**config.mk**
```make
export PLATFORM = sky130hd
export DESIGN_NAME = mem_arbiter
export DESIGN_NICKNAME = d
export VERILOG_FILES = /design/src/rtl/mem_arb_pkg.sv /design/src/rtl/rr_pick2.sv /design/src/rtl/mem_arbiter.sv
export SDC_FILE = /design/constraint.sdc
export NUM_CORES = 1
export LEC_CHECK = 0
export CORE_UTILIZATION = 40
export DETAILED_ROUTE_END_ITERATION = 8
export GPL_ROUTABILITY_DRIVEN = 0
export PLACE_DENSITY = 0.78
export SETUP_SLACK_MARGIN = 0.05
export SYNTH_ARGS = -nofsm -noshare
export SYNTH_HDL_FRONTEND = slang
export SYNTH_SLANG_ARGS = --single-unit
```
**constraint.sdc**
```tcl
create_clock -name clk -period 8 [get_ports clk]
set_clock_uncertainty 0.2 [all_clocks]
set_input_delay 1.6 -clock clk [delete_from_list [all_inputs] [get_ports clk]]
set_output_delay 1.6 -clock clk [all_outputs]
set_load 0.05 [all_outputs]
```
**src/rtl/mem_arb_pkg.sv**
```systemverilog
`default_nettype none
// ============================================================================
// Module      : mem_arb_pkg
// Description : Shared definitions for the two-port memory arbiter: FSM state
//               encoding, port identifiers and default bus widths.
// Revision    : 1.0 - initial release
// ============================================================================
package mem_arb_pkg;

    localparam int AW_DEFAULT = 5;
    localparam int DW_DEFAULT = 32;

    // Port identifiers, also used as the stored value of last_grant
    localparam logic PORT_F = 1'b0;
    localparam logic PORT_D = 1'b1;

    typedef enum logic [1:0] {
        ST_IDLE   = 2'd0,
        ST_ACCESS = 2'd1,
        ST_WAIT   = 2'd2,
        ST_DONE   = 2'd3
    } state_t;

    // One-hot grant {d, f} to port id
    function automatic logic port_of(input logic [1:0] grant);
        return grant[1] ? PORT_D : PORT_F;
    endfunction

endpackage
`default_nettype wire

```
**src/rtl/rr_pick2.sv**
```systemverilog
`default_nettype none
// ============================================================================
// Module      : rr_pick2
// Description : Two-requester round-robin picker. A lone requester always
//               wins; on a tie the port that was not granted last wins.
//               Grant is one-hot: bit 0 = fetch, bit 1 = data.
// Revision    : 1.0 - initial release
// ============================================================================
module rr_pick2
    import mem_arb_pkg::*;
(
    input  logic       i_req_f,
    input  logic       i_req_d,
    input  logic       i_last_grant,
    output logic [1:0] o_grant
);

    // Pure combinational selection; nothing is granted when nobody asks
    always_comb begin
        o_grant = 2'b00;
        if (i_req_f && i_req_d) begin
            o_grant = (i_last_grant == PORT_D) ? 2'b01 : 2'b10;
        end else if (i_req_f) begin
            o_grant = 2'b01;
        end else if (i_req_d) begin
            o_grant = 2'b10;
        end
    end

endmodule
`default_nettype wire

```
**src/rtl/mem_arbiter.sv**
```systemverilog
`default_nettype none
// ============================================================================
// Module      : mem_arbiter
// Description : Arbitrates a fetch port and a data port onto one single-ported
//               memory. Each transaction walks IDLE -> ACCESS -> WAIT (MEM_LAT
//               cycles) -> DONE; all memory strobes, acks and read data are
//               registered.
// Revision    : 1.0 - initial release
// ============================================================================
module mem_arbiter
    import mem_arb_pkg::*;
#(
    parameter int AW      = AW_DEFAULT,
    parameter int DW      = DW_DEFAULT,
    parameter int MEM_LAT = 1
) (
    input  logic          clk,
    input  logic          rst,
    // fetch port
    input  logic          f_req,
    input  logic          f_we,
    input  logic [AW-1:0] f_addr,
    input  logic [DW-1:0] f_wdata,
    output logic          f_ack,
    output logic [DW-1:0] f_rdata,
    // data port
    input  logic          d_req,
    input  logic          d_we,
    input  logic [AW-1:0] d_addr,
    input  logic [DW-1:0] d_wdata,
    output logic          d_ack,
    output logic [DW-1:0] d_rdata,
    // memory side
    output logic          mem_en,
    output logic          mem_we,
    output logic [AW-1:0] mem_addr,
    output logic [DW-1:0] mem_wdata,
    input  logic [DW-1:0] mem_rdata,
    output logic          busy
);

    // WAIT counts down from MEM_LAT-1 to 0, giving exactly MEM_LAT cycles
    localparam logic [2:0] c_lat_load = 3'(MEM_LAT - 1);

    state_t        state_q,      state_d;
    logic [2:0]    cnt_q,        cnt_d;
    logic          port_q,       port_d;
    logic          we_q,         we_d;
    logic [AW-1:0] addr_q,       addr_d;
    logic [DW-1:0] wdata_q,      wdata_d;
    logic          last_grant_q, last_grant_d;
    logic          mem_en_q,     mem_en_d;
    logic          mem_we_q,     mem_we_d;
    logic          f_ack_q,      f_ack_d;
    logic          d_ack_q,      d_ack_d;
    logic          busy_q,       busy_d;
    logic [DW-1:0] f_rdata_q,    f_rdata_d;
    logic [DW-1:0] d_rdata_q,    d_rdata_d;

    logic [1:0]    w_grant;

    rr_pick2 u_pick (
        .i_req_f      (f_req),
        .i_req_d      (d_req),
        .i_last_grant (last_grant_q),
        .o_grant      (w_grant)
    );

    // Next-state logic; every output is computed one cycle ahead so it can be registered
    always_comb begin
        state_d      = state_q;
        cnt_d        = cnt_q;
        port_d       = port_q;
        we_d         = we_q;
        addr_d       = addr_q;
        wdata_d      = wdata_q;
        last_grant_d = last_grant_q;
        f_rdata_d    = f_rdata_q;
        d_rdata_d    = d_rdata_q;
        mem_en_d     = 1'b0;
        mem_we_d     = 1'b0;
        f_ack_d      = 1'b0;
        d_ack_d      = 1'b0;

        case (state_q)
            ST_IDLE: begin
                // Latching the command here isolates the access from later port changes
                if (w_grant != 2'b00) begin
                    port_d   = port_of(w_grant);
                    we_d     = w_grant[1] ? d_we    : f_we;
                    addr_d   = w_grant[1] ? d_addr  : f_addr;
                    wdata_d  = w_grant[1] ? d_wdata : f_wdata;
                    mem_en_d = 1'b1;
                    mem_we_d = we_d;
                    state_d  = ST_ACCESS;
                end
            end
            ST_ACCESS: begin
                cnt_d   = c_lat_load;
                state_d = ST_WAIT;
            end
            ST_WAIT: begin
                if (cnt_q == 3'd0) begin
                    if (!we_q) begin
                        if (port_q == PORT_F) begin
                            f_rdata_d = mem_rdata;
                        end else begin
                            d_rdata_d = mem_rdata;
                        end
                    end
                    f_ack_d = (port_q == PORT_F);
                    d_ack_d = (port_q == PORT_D);
                    state_d = ST_DONE;
                end else begin
                    cnt_d = cnt_q - 3'd1;
                end
            end
            ST_DONE: begin
                last_grant_d = port_q;
                state_d      = ST_IDLE;
            end
            default: begin
                state_d = ST_IDLE;
            end
        endcase

        busy_d = (state_d != ST_IDLE);
    end

    // State and output registers; reset aborts any access in flight
    always_ff @(posedge clk or posedge rst) begin
        if (rst) begin
            state_q      <= ST_IDLE;
            cnt_q        <= 3'd0;
            port_q       <= PORT_F;
            we_q         <= 1'b0;
            addr_q       <= '0;
            wdata_q      <= '0;
            last_grant_q <= PORT_D;
            mem_en_q     <= 1'b0;
            mem_we_q     <= 1'b0;
            f_ack_q      <= 1'b0;
            d_ack_q      <= 1'b0;
            busy_q       <= 1'b0;
            f_rdata_q    <= '0;
            d_rdata_q    <= '0;
        end else begin
            state_q      <= state_d;
            cnt_q        <= cnt_d;
            port_q       <= port_d;
            we_q         <= we_d;
            addr_q       <= addr_d;
            wdata_q      <= wdata_d;
            last_grant_q <= last_grant_d;
            mem_en_q     <= mem_en_d;
            mem_we_q     <= mem_we_d;
            f_ack_q      <= f_ack_d;
            d_ack_q      <= d_ack_d;
            busy_q       <= busy_d;
            f_rdata_q    <= f_rdata_d;
            d_rdata_q    <= d_rdata_d;
        end
    end

    // The latched command doubles as the held memory address/data bus
    assign mem_addr  = addr_q;
    assign mem_wdata = wdata_q;
    assign mem_en    = mem_en_q;
    assign mem_we    = mem_we_q;
    assign f_ack     = f_ack_q;
    assign d_ack     = d_ack_q;
    assign busy      = busy_q;
    assign f_rdata   = f_rdata_q;
    assign d_rdata   = d_rdata_q;

endmodule
`default_nettype wire
```
==> summary.md, run 1 <==
| Metric | Value |
|---|---|
| Clk slew on worst S/H paths | `0.05 ns` |
| Critical path arrival | `1.64 ns` |
| Cell total after placement | `727` |
| Initial DRC count | `185` |
| Initial antenna violation count | `0` |
| F_max | `0.291 GHz` |
| Post-synth EDFFs | `0` |
| CP max stage delay | `0.86 ns` |
| Asr flop ratio synth | `100%` |
| H-Tree Depth | `4` |
| Vias | `3775` |
| #FFs+latches synth | `114` |
| Max-slew headroom | `17.5%` |
| Req. time, crit path | `6.20 ns` |
| Setup tns final | `0 ns` |
| Clock sink total | `114` |
| Vias in the first global route | `4110` |
| Total Nets Final | `721` |
| Critical-path top delay cell | `clkdlybuf4s50_1` |
| Top Layer Used | `met4` |
| Power density cells | `522 nW/um^2` |
| Io pins | `218` |
| DR WL/cell | `16.4 um` |
| # hold bufs at CTS | `0` |
| Metal-1 WL | `5080 um` |
| Finished Layout Cells | `759` |
| Die footprint | `12200 um^2` |
| Share of cells above drive strength 1 | `17.2%` |
| Synth top area share | `59.9%` |
| Worst-Skew Late Latency | `0.40 ns` |
| CP Launch Type | `flop` |
| Area of the core | `11500 um^2` |
| VDD IR max | `358 uV` |
| Post-DRT Antenna Nets | `0` |
| Worst Max-Slew Pin Slew | `1.24 ns` |
| Worst setup EP type | `primary output` |
| Largest family of logic cells by synthesized area | `multiplexers` |
| Synthesized area | `4720 um^2` |
| Hold crit path type | `flop to flop` |
| Fin. Hold Viols | `0` |
| Height of the die | `111 um` |
| Port Buf Inserts | `217` |
| Final-report setup violation count | `0` |
| Clock root cell | `clkbuf_16` |
| Post-synthesis sequential area ratio | `60.4%` |
| Clock Path Buffers | `2` |
| Adder-cell share of the synthesized area | `1.59%` |
| Ys Warns | `0` |
| Largest net degree at the start of global routing | `89` |
| CP cell instances | `clkdlybuf4s50_1` |
| Detailed Routing Iterations Pass 1 | `4` |
| Final count of pins violating max slew | `0` |
| # fillers | `885` |
| Crit path buffers/inverters | `1` |
| Status | `finished, final reports clean` |
| Post-layout min period | `3.44 ns` |
| LEAKAGE | `3.31 nW` |
| CTS tree | `yes` |
| Total GRT Usage | `21.5%` |
| Top delay family on crit path | `buffers and inverters` |
| Compound-Gate Fraction of Synth Area | `9.38%` |
| Max Cap Viol | `0` |
| Ranking of synthesized cells by area | `dfrtp_1 (60%), mux2_4 (9.5%), a21oi_1 (7.9%)` |
| Effective utilization at floorplan | `41.2%` |
| Critical path type | `flop to primary output` |
| Post-DP HPWL | `8780 um` |
| Synth cell types | `27` |
| Routed met2 length | `6240 um` |
| Leading register cell type out of synthesis | `dfrtp_1` |
| Synth Area in XOR/XNOR | `0%` |
| Post-CTS sizing | `0` |
| First-pass GRT wire length | `20700 um` |
| Rows | `39` |
| Layout area overhead | `60.1%` |
| CTS buffer count | `17` |
| Simple-Gate Fraction of Synth Area | `7.23%` |
| Final worst path period share | `43.0%` |
| Routed wire length | `12400 um` |
| Avg Cell Area, Syn | `12.2 um^2` |
| DRC Markers | `0` |
| Die width | `111 um` |
| Vias/cell | `4.97` |
| Synth Instances | `386` |
| Mux cell area share after synthesis | `18.1%` |
| Utilization after layout | `65.9%` |
| Top cell type by total area after synthesis | `dfrtp_1` |
| RSZ-0062 raised after global routing | `no` |
| Diodes inserted | `0` |
| Crit path max fanout | `2` |
| Post-CTS Setup Inserts | `0` |
| Post-Syn Nets | `504` |
| GRT Residual Overflow | `0` |
| Met3 WL | `913 um` |
## cell type report
class                      count  area, um^2  area share (%)
multi-input combinational    242        1730            22.9
sequential                   114        2850            37.7
clock inverter                14         139            1.84
tap                          143         179            2.37
clock buffer                  18         429            5.68
inverter                       7        28.8           0.381
timing repair buffer         221        2200            29.1
## cell usage after synthesis (2+ instances only)
| cell | count |
|---|---|
| nand2_1 | 38 |
| a21oi_1 | 75 |
| mux2_2 | 33 |
| nand2b_1 | 3 |
| inv_1 | 7 |
| nor2_1 | 42 |
| ha_1 | 6 |
| buf_6 | 3 |
| dfrtp_1 | 113 |
| o2bb2ai_1 | 2 |
| mux2_4 | 30 |
| clkbuf_1 | 10 |
| mux2_1 | 2 |
| buf_2 | 7 |
| buf_4 | 3 |
## where the power goes
part,internal [mW],total (mW),switching (mW)
logic,0.810,2.20,1.39
clock network,0.456,0.718,0.262
registers,0.868,1.03,0.164
total,2.13,3.95,1.81
## layer usage
metal	vias up	global-route usage (%)
li1	1755	-
met2	180	36.8
met5	-	0
met4	0	8.18
met1	1823	25.3
met3	17	6.67
## final timing paths
kind                             start  slack, ns  depth (start not counted)           to
max reg2reg                   cnt_q[0]       5.44                          6   d_rdata[2]
max                        mem_addr[2]       4.56                          1  mem_addr[2]
max in group asynchronous          rst       4.86                          3         we_q
min                           cnt_q[1]       0.29                          1     cnt_q[1]
min reg2reg                   cnt_q[1]       0.29                          1     cnt_q[1]
min in group asynchronous          rst       1.32                          2  f_rdata[26]
## worst register-to-register path, delay by kind of cell, from the launching register on
kind | cells | cell delay [ns]
muxes | 1 | 0.44
buffers and inverters | 1 | 0.05
adders and majority gates | 2 | 0.41
and+or+nand+nor | 2 | 0.98
DFF | 1 | 0.36
## layout by cell type, fill, tap and decap left out, types with 2 or more instances in the layout
master / count
nand2b_1: 2
bufinv_16: 2
clkinv_2: 6
clkdlybuf4s50_1: 217
ha_1: 6
dfrtp_1: 113
clkbuf_16: 17
a21oi_1: 75
buf_4: 4
inv_1: 6
mux2_4: 30
inv_6: 2
mux2_2: 33
nand2_1: 38
clkinvlp_4: 3
nor2_1: 42
o2bb2ai_1: 2
mux2_1: 2
## sequential cells by signal (all words and copies together) (netlist names)
| register | flops |
|---|---|
| d_ack | 1 |
| cnt_q | 3 |
| port_q | 1 |
| d_rdata | 32 |
| mem_en | 1 |
| f_rdata | 32 |
| state_q | 2 |
| last_grant_q | 1 |
| f_ack | 1 |
| mem_addr | 5 |
| busy | 1 |
| mem_wdata | 32 |
| mem_we | 1 |
| we_q | 1 |
## metrics by stage
stage               worst slack, ns  hold slack, ns  area (um^2)  power (mW)
finish                         4.56           0.287         7560        3.95
global route                   4.52           0.321         7560        4.13
CTS                            4.54           0.291         7560        3.98
detailed placement             4.30           0.274         6990        3.24
global placement               4.36           0.272         6990        3.19
floorplan                      3.19           0.256         4720        2.49
## cell families after synthesis
group,Yosys count
buffers and inverters,30
adders and majority gates,6
DFF,114
muxes,66
and+or+nand+nor,86
AOI/OAI and AO/OA,84
(Power assumes the default switching activity.)
==> run 2: changes to the inputs <==
==> constraint.sdc (replaced) <==
create_clock -name clk -period 3.49 [get_ports clk]
set_clock_uncertainty 0.2 [all_clocks]
set_input_delay 0.698 -clock clk [delete_from_list [all_inputs] [get_ports clk]]
set_output_delay 0.698 -clock clk [all_outputs]
set_load 0.05 [all_outputs]
==> run 2 against run 1 <==
  * Critical path depth did not move
  * Largest power group unchanged
  * Largest cell class unchanged
  * Sequential share of layout area fell by 0.38 points
  * Combinational power rose by 130%
==> summary.md, run 2 (synthesis results as in run 1) <==
| Metric | Value |
|---|---|
| Post-layout min period | `2.50 ns` |
| Io pins | `218` |
| Clock sink total | `114` |
| LEAKAGE | `3.36 nW` |
| HP Start | `cnt_q[2]` |
| Setup tns final | `0 ns` |
| Die width | `111 um` |
| Worst setup EP type | `primary output` |
| Detailed Routing Iterations Pass 1 | `5` |
| Vias/cell | `4.95` |
| Clock Path Buffers | `2` |
| Vias | `3786` |
| Crit path max fanout | `2` |
| DR WL/cell | `16.7 um` |
| VDD IR max | `968 uV` |
| Post-CTS sizing | `0` |
| Cell total after placement | `733` |
| R2R Path End | `d_rdata[13]` |
| CTS tree | `yes` |
| Critical path arrival | `1.60 ns` |
| Max Cap Viol | `0` |
| Commonest non-fill, non-tap cells in the layout | `clkdlybuf4s50_1 (217), dfrtp_1 (113), a21oi_1 (75)` |
| Final worst setup slack | `0.988 ns` |
| Clk slew on worst S/H paths | `0.05 ns` |
| Effective utilization at floorplan | `41.2%` |
| First-pass GRT wire length | `20500 um` |
| Power density cells | `1190 nW/um^2` |
| Diodes inserted | `0` |
| Top delay family on crit path | `buffers and inverters` |
| CP Launch Type | `flop` |
| Post-CTS Setup Inserts | `0` |
| Worst reg-to-reg setup slack | `1.15 ns` |
| Worst-Skew Late Latency | `0.40 ns` |
| Critical R2R Launch | `cnt_q[0]` |
| Req. time, crit path | `2.59 ns` |
| Total GRT Usage | `21.6%` |
| Status | `finished, final reports clean` |
| Height of the die | `111 um` |
| Share of cells above drive strength 1 | `17.8%` |
| Crit path buffers/inverters | `1` |
| Dpl cell area | `7070 um^2` |
| F_max | `0.400 GHz` |
| Worst Max-Slew Pin Slew | `0.575 ns` |
| Hold crit path type | `flop to flop` |
| Largest net degree at the start of global routing | `49` |
| GRT Residual Overflow | `0` |
| Clock root cell | `clkbuf_16` |
| CP Depth | `1` |
| Rows | `39` |
| Initial antenna violation count | `0` |
| Fin area | `7640 um^2` |
| Total Nets Final | `727` |
| Final worst path period share | `71.7%` |
| Routed wire length | `12800 um` |
| Post-DRT Antenna Nets | `0` |
| Fin. Hold Viols | `0` |
| Hold Path Depth | `1` |
| # hold bufs at CTS | `0` |
| Area of the core | `11500 um^2` |
| Most common cell after layout, fill and taps aside | `clkdlybuf4s50_1` |
| Post-DP HPWL | `9100 um` |
| Post-place setup slack | `0.895 ns` |
| Critical path type | `flop to primary output` |
| Vias in the first global route | `4051` |
| CTS buffer count | `17` |
| Layout area overhead | `61.7%` |
| Finished Layout Cells | `765` |
| RSZ-0062 raised after global routing | `no` |
| Worst setup path endpoint | `d_rdata[1]` |
| H-Tree Depth | `4` |
| CP Launch Point | `d_rdata[1]` |
| Final-report setup violation count | `0` |
| Hold slack | `0.286 ns` |
| Max-slew headroom | `61.5%` |
| CP max stage delay | `0.83 ns` |
| Die footprint | `12200 um^2` |
| Cells on worst reg2reg path | `7` |
| Initial DRC count | `215` |
| Final count of pins violating max slew | `0` |
| CP cell instances | `clkdlybuf4s50_1` |
| Port Buf Inserts | `217` |
| Total power | `9.08 mW` |
| Utilization after layout | `66.6%` |
| Critical-path top delay cell | `clkdlybuf4s50_1` |
| DRC Markers | `0` |
## run 2: how the worst min path moves through the flow
stage	slack (ns)	endpoint
2_1_floorplan	0.26	cnt_q[1]
3_3_place_gp	0.27	cnt_q[2]
3_5_place_dp	0.28	f_rdata[25]
4_1_cts	0.29	cnt_q[2]
5_1_grt	0.31	f_rdata[25]
6_report	0.29	cnt_q[2]
## run 2: per-layer routing
metal  global-route usage (%)  up-vias  wire [um]
met5                        0        -          0
met4                     10.5        0        310
met3                     7.55       25       1120
met2                     36.1      197       6200
met1                     24.5     1804       5120
li1                         -     1760          -
## run 2: cell type report
class / count / area [um^2]
fill: 841 / 3830
sequential: 114 / 2850
timing repair buffer: 227 / 2260
multi-input combinational: 242 / 1750
clock buffer: 21 / 460
tap: 143 / 179
clock inverter: 11 / 111
inverter: 7 / 30.0
## run 2: power breakdown
part / switching, mW / internal, mW / leakage [nW]
Clock: 0.576 / 1.08 / 0.286
Sequential: 0.376 / 1.99 / 1.32
Combinational: 3.20 / 1.87 / 1.75
==> run 3: changes to the inputs <==
--- a/config.mk
+++ b/config.mk
@@ -5,10 +5,10 @@
 export SDC_FILE = /design/constraint.sdc
 export NUM_CORES = 1
 export LEC_CHECK = 0
-export CORE_UTILIZATION = 40
+export CORE_UTILIZATION = 37
 export DETAILED_ROUTE_END_ITERATION = 8
 export GPL_ROUTABILITY_DRIVEN = 0
-export PLACE_DENSITY = 0.78
+export PLACE_DENSITY = 0.76
 export SETUP_SLACK_MARGIN = 0.05
 export SYNTH_ARGS = -nofsm -noshare
 export SYNTH_HDL_FRONTEND = slang
==> constraint.sdc (replaced) <==
create_clock -name clk -period 2.3 [get_ports clk]
set_clock_uncertainty 0.2 [all_clocks]
set_input_delay 0.46 -clock clk [delete_from_list [all_inputs] [get_ports clk]]
set_output_delay 0.46 -clock clk [all_outputs]
set_load 0.05 [all_outputs]
==> run 3 against run 2 <==
  * Routed wire length is 6.1% higher
  * Clock power increased by 55%
  * Sequential power rose by 51%
  * Global-route usage is 0.98 points lower
  * Clock-buffer cell count is 2 higher
  * Non-clock buffer count rose by 2
  * Largest cell class unchanged
  * Largest power group unchanged
==> summary.md, run 3 (synthesis results as in run 1) <==
| Metric | Value |
|---|---|
| Post-layout min period | `2.25 ns` |
| GRT Residual Overflow | `0` |
| Power density cells | `1730 nW/um^2` |
| Clk slew on worst S/H paths | `0.06 ns` |
| Vias/cell | `4.86` |
| Routed wire length | `13500 um` |
| Critical path type | `flop to primary output` |
| Vias in the first global route | `4011` |
| Detailed Routing Iterations Pass 1 | `5` |
| Total Nets Final | `729` |
| Worst-Skew Late Latency | `0.41 ns` |
| Initial DRC count | `165` |
| DR WL/cell | `17.1 um` |
| Final-report setup violation count | `0` |
| Commonest non-fill, non-tap cells in the layout | `clkdlybuf4s50_1 (118), dfrtp_1 (113), a21oi_1 (75)` |
| Worst setup EP type | `primary output` |
| Dpl cell area | `7190 um^2` |
| Fin. Hold Viols | `0` |
| Io pins | `218` |
| Share of cells above drive strength 1 | `18.3%` |
| CP cell instances | `clkdlybuf4s50_1` |
| Post-CTS Setup Inserts | `0` |
| CTS tree | `yes` |
| R2R Path End | `d_rdata[2]` |
| VDD IR max | `743 uV` |
| Fin area | `7830 um^2` |
| Setup tns final | `0 ns` |
| Worst Max-Slew Pin Slew | `0.593 ns` |
| Initial antenna violation count | `0` |
| Effective utilization at floorplan | `38.7%` |
| Diodes inserted | `0` |
| Final count of pins violating max slew | `0` |
| Critical-path top delay cell | `clkdlybuf4s50_1` |
| Metal-1 WL | `5290 um` |
| Hold crit path type | `primary input to async pin` |
| First-pass GRT wire length | `20300 um` |
| CP max stage delay | `0.81 ns` |
| Post-DRT Antenna Nets | `0` |
| Utilization after layout | `64.1%` |
| FF/Latch Area | `2850 um^2` |
| Largest net degree at the start of global routing | `39` |
| Routed met2 length | `6790 um` |
| Multi-input gate area | `1740 um^2` |
| CP Launch Point | `f_rdata[0]` |
| RSZ-0062 raised after global routing | `no` |
| Port Buf Inserts | `217` |
| Clock Path Buffers | `2` |
| Max-slew headroom | `60.4%` |
| Max Cap Viol | `0` |
| Total power | `13.6 mW` |
| Rows | `40` |
| Req. time, crit path | `1.64 ns` |
| CP Launch Type | `flop` |
| Critical R2R Launch | `cnt_q[0]` |
| Layout area overhead | `65.8%` |
| Final worst path period share | `97.8%` |
| Vias | `3850` |
| Height of the die | `115 um` |
| Worst reg-to-reg setup slack | `0.28 ns` |
| Top Layer Used | `met4` |
| Die footprint | `13200 um^2` |
| Hold slack | `0.267 ns` |
| Post-DP HPWL | `9410 um` |
| Die width | `115 um` |
| Status | `finished, final reports clean` |
| # fillers | `949` |
| Most common cell after layout, fill and taps aside | `clkdlybuf4s50_1` |
| H-Tree Depth | `4` |
| Met3 WL | `1240 um` |
| Crit path max fanout | `2` |
| LEAKAGE | `3.88 nW` |
| Clock sink total | `114` |
| Total GRT Usage | `20.6%` |
| Top delay family on crit path | `buffers and inverters` |
| CTS buffer count | `17` |
| Cells on worst reg2reg path | `7` |
| DRC Markers | `0` |
| Crit path buffers/inverters | `1` |
| F_max | `0.445 GHz` |
| Critical path arrival | `1.59 ns` |
| Area of the core | `12200 um^2` |
| Clock root cell | `clkbuf_16` |
run 3: worst max path at each step:
stage / to / slack, ns / cells past startpoint
after floorplan: busy / 0.26 / 1
after global placement: mem_wdata[27] / 0.24 / 5
after detailed placement: mem_wdata[6] / 0.17 / 5
after CTS: mem_addr[1] / 0.05 / 1
after global routing: f_rdata[0] / 0.002 / 1
final: f_rdata[0] / 0.05 / 1
run 3: power by group:
group          switching [mW]  internal [mW]  total (mW)
registers               0.565           3.02        3.59
logic                    4.90           2.54        7.44
clock network           0.883           1.67        2.56
total                    6.35           7.23        13.6
run 3: per-stage QoR:
| stage | setup WS, ns | cells |
|---|---|---|
| 6_report | 0.0503 | 792 |
| 5_1_grt | 0.00250 | 792 |
| 3_5_place_dp | 0.172 | 760 |
| 3_3_place_gp | 0.240 | 760 |
| 2_1_floorplan | 0.255 | 386 |
| 4_1_cts | 0.0502 | 792 |
run 3: cell type report:
class | count | share of cell area (%)
tap | 168 | 2.68
clock inverter | 9 | 1.34
clock buffer | 23 | 6.10
timing repair buffer | 229 | 30.9
sequential | 114 | 36.4
inverter | 7 | 0.383
multi-input combinational | 242 | 22.2
run 3: what timing repair did:
item | CTS | global route
hold buffers | 0 | 0
gates resized for setup | 49 | 48
setup endpoints to repair | 49 | 48
run 3: metal layers:
metal	global-route usage, %	up-vias
met5	0	-
met4	8.74	0
met3	8.96	17
met2	35.5	176
met1	22.0	1889
li1	-	1768
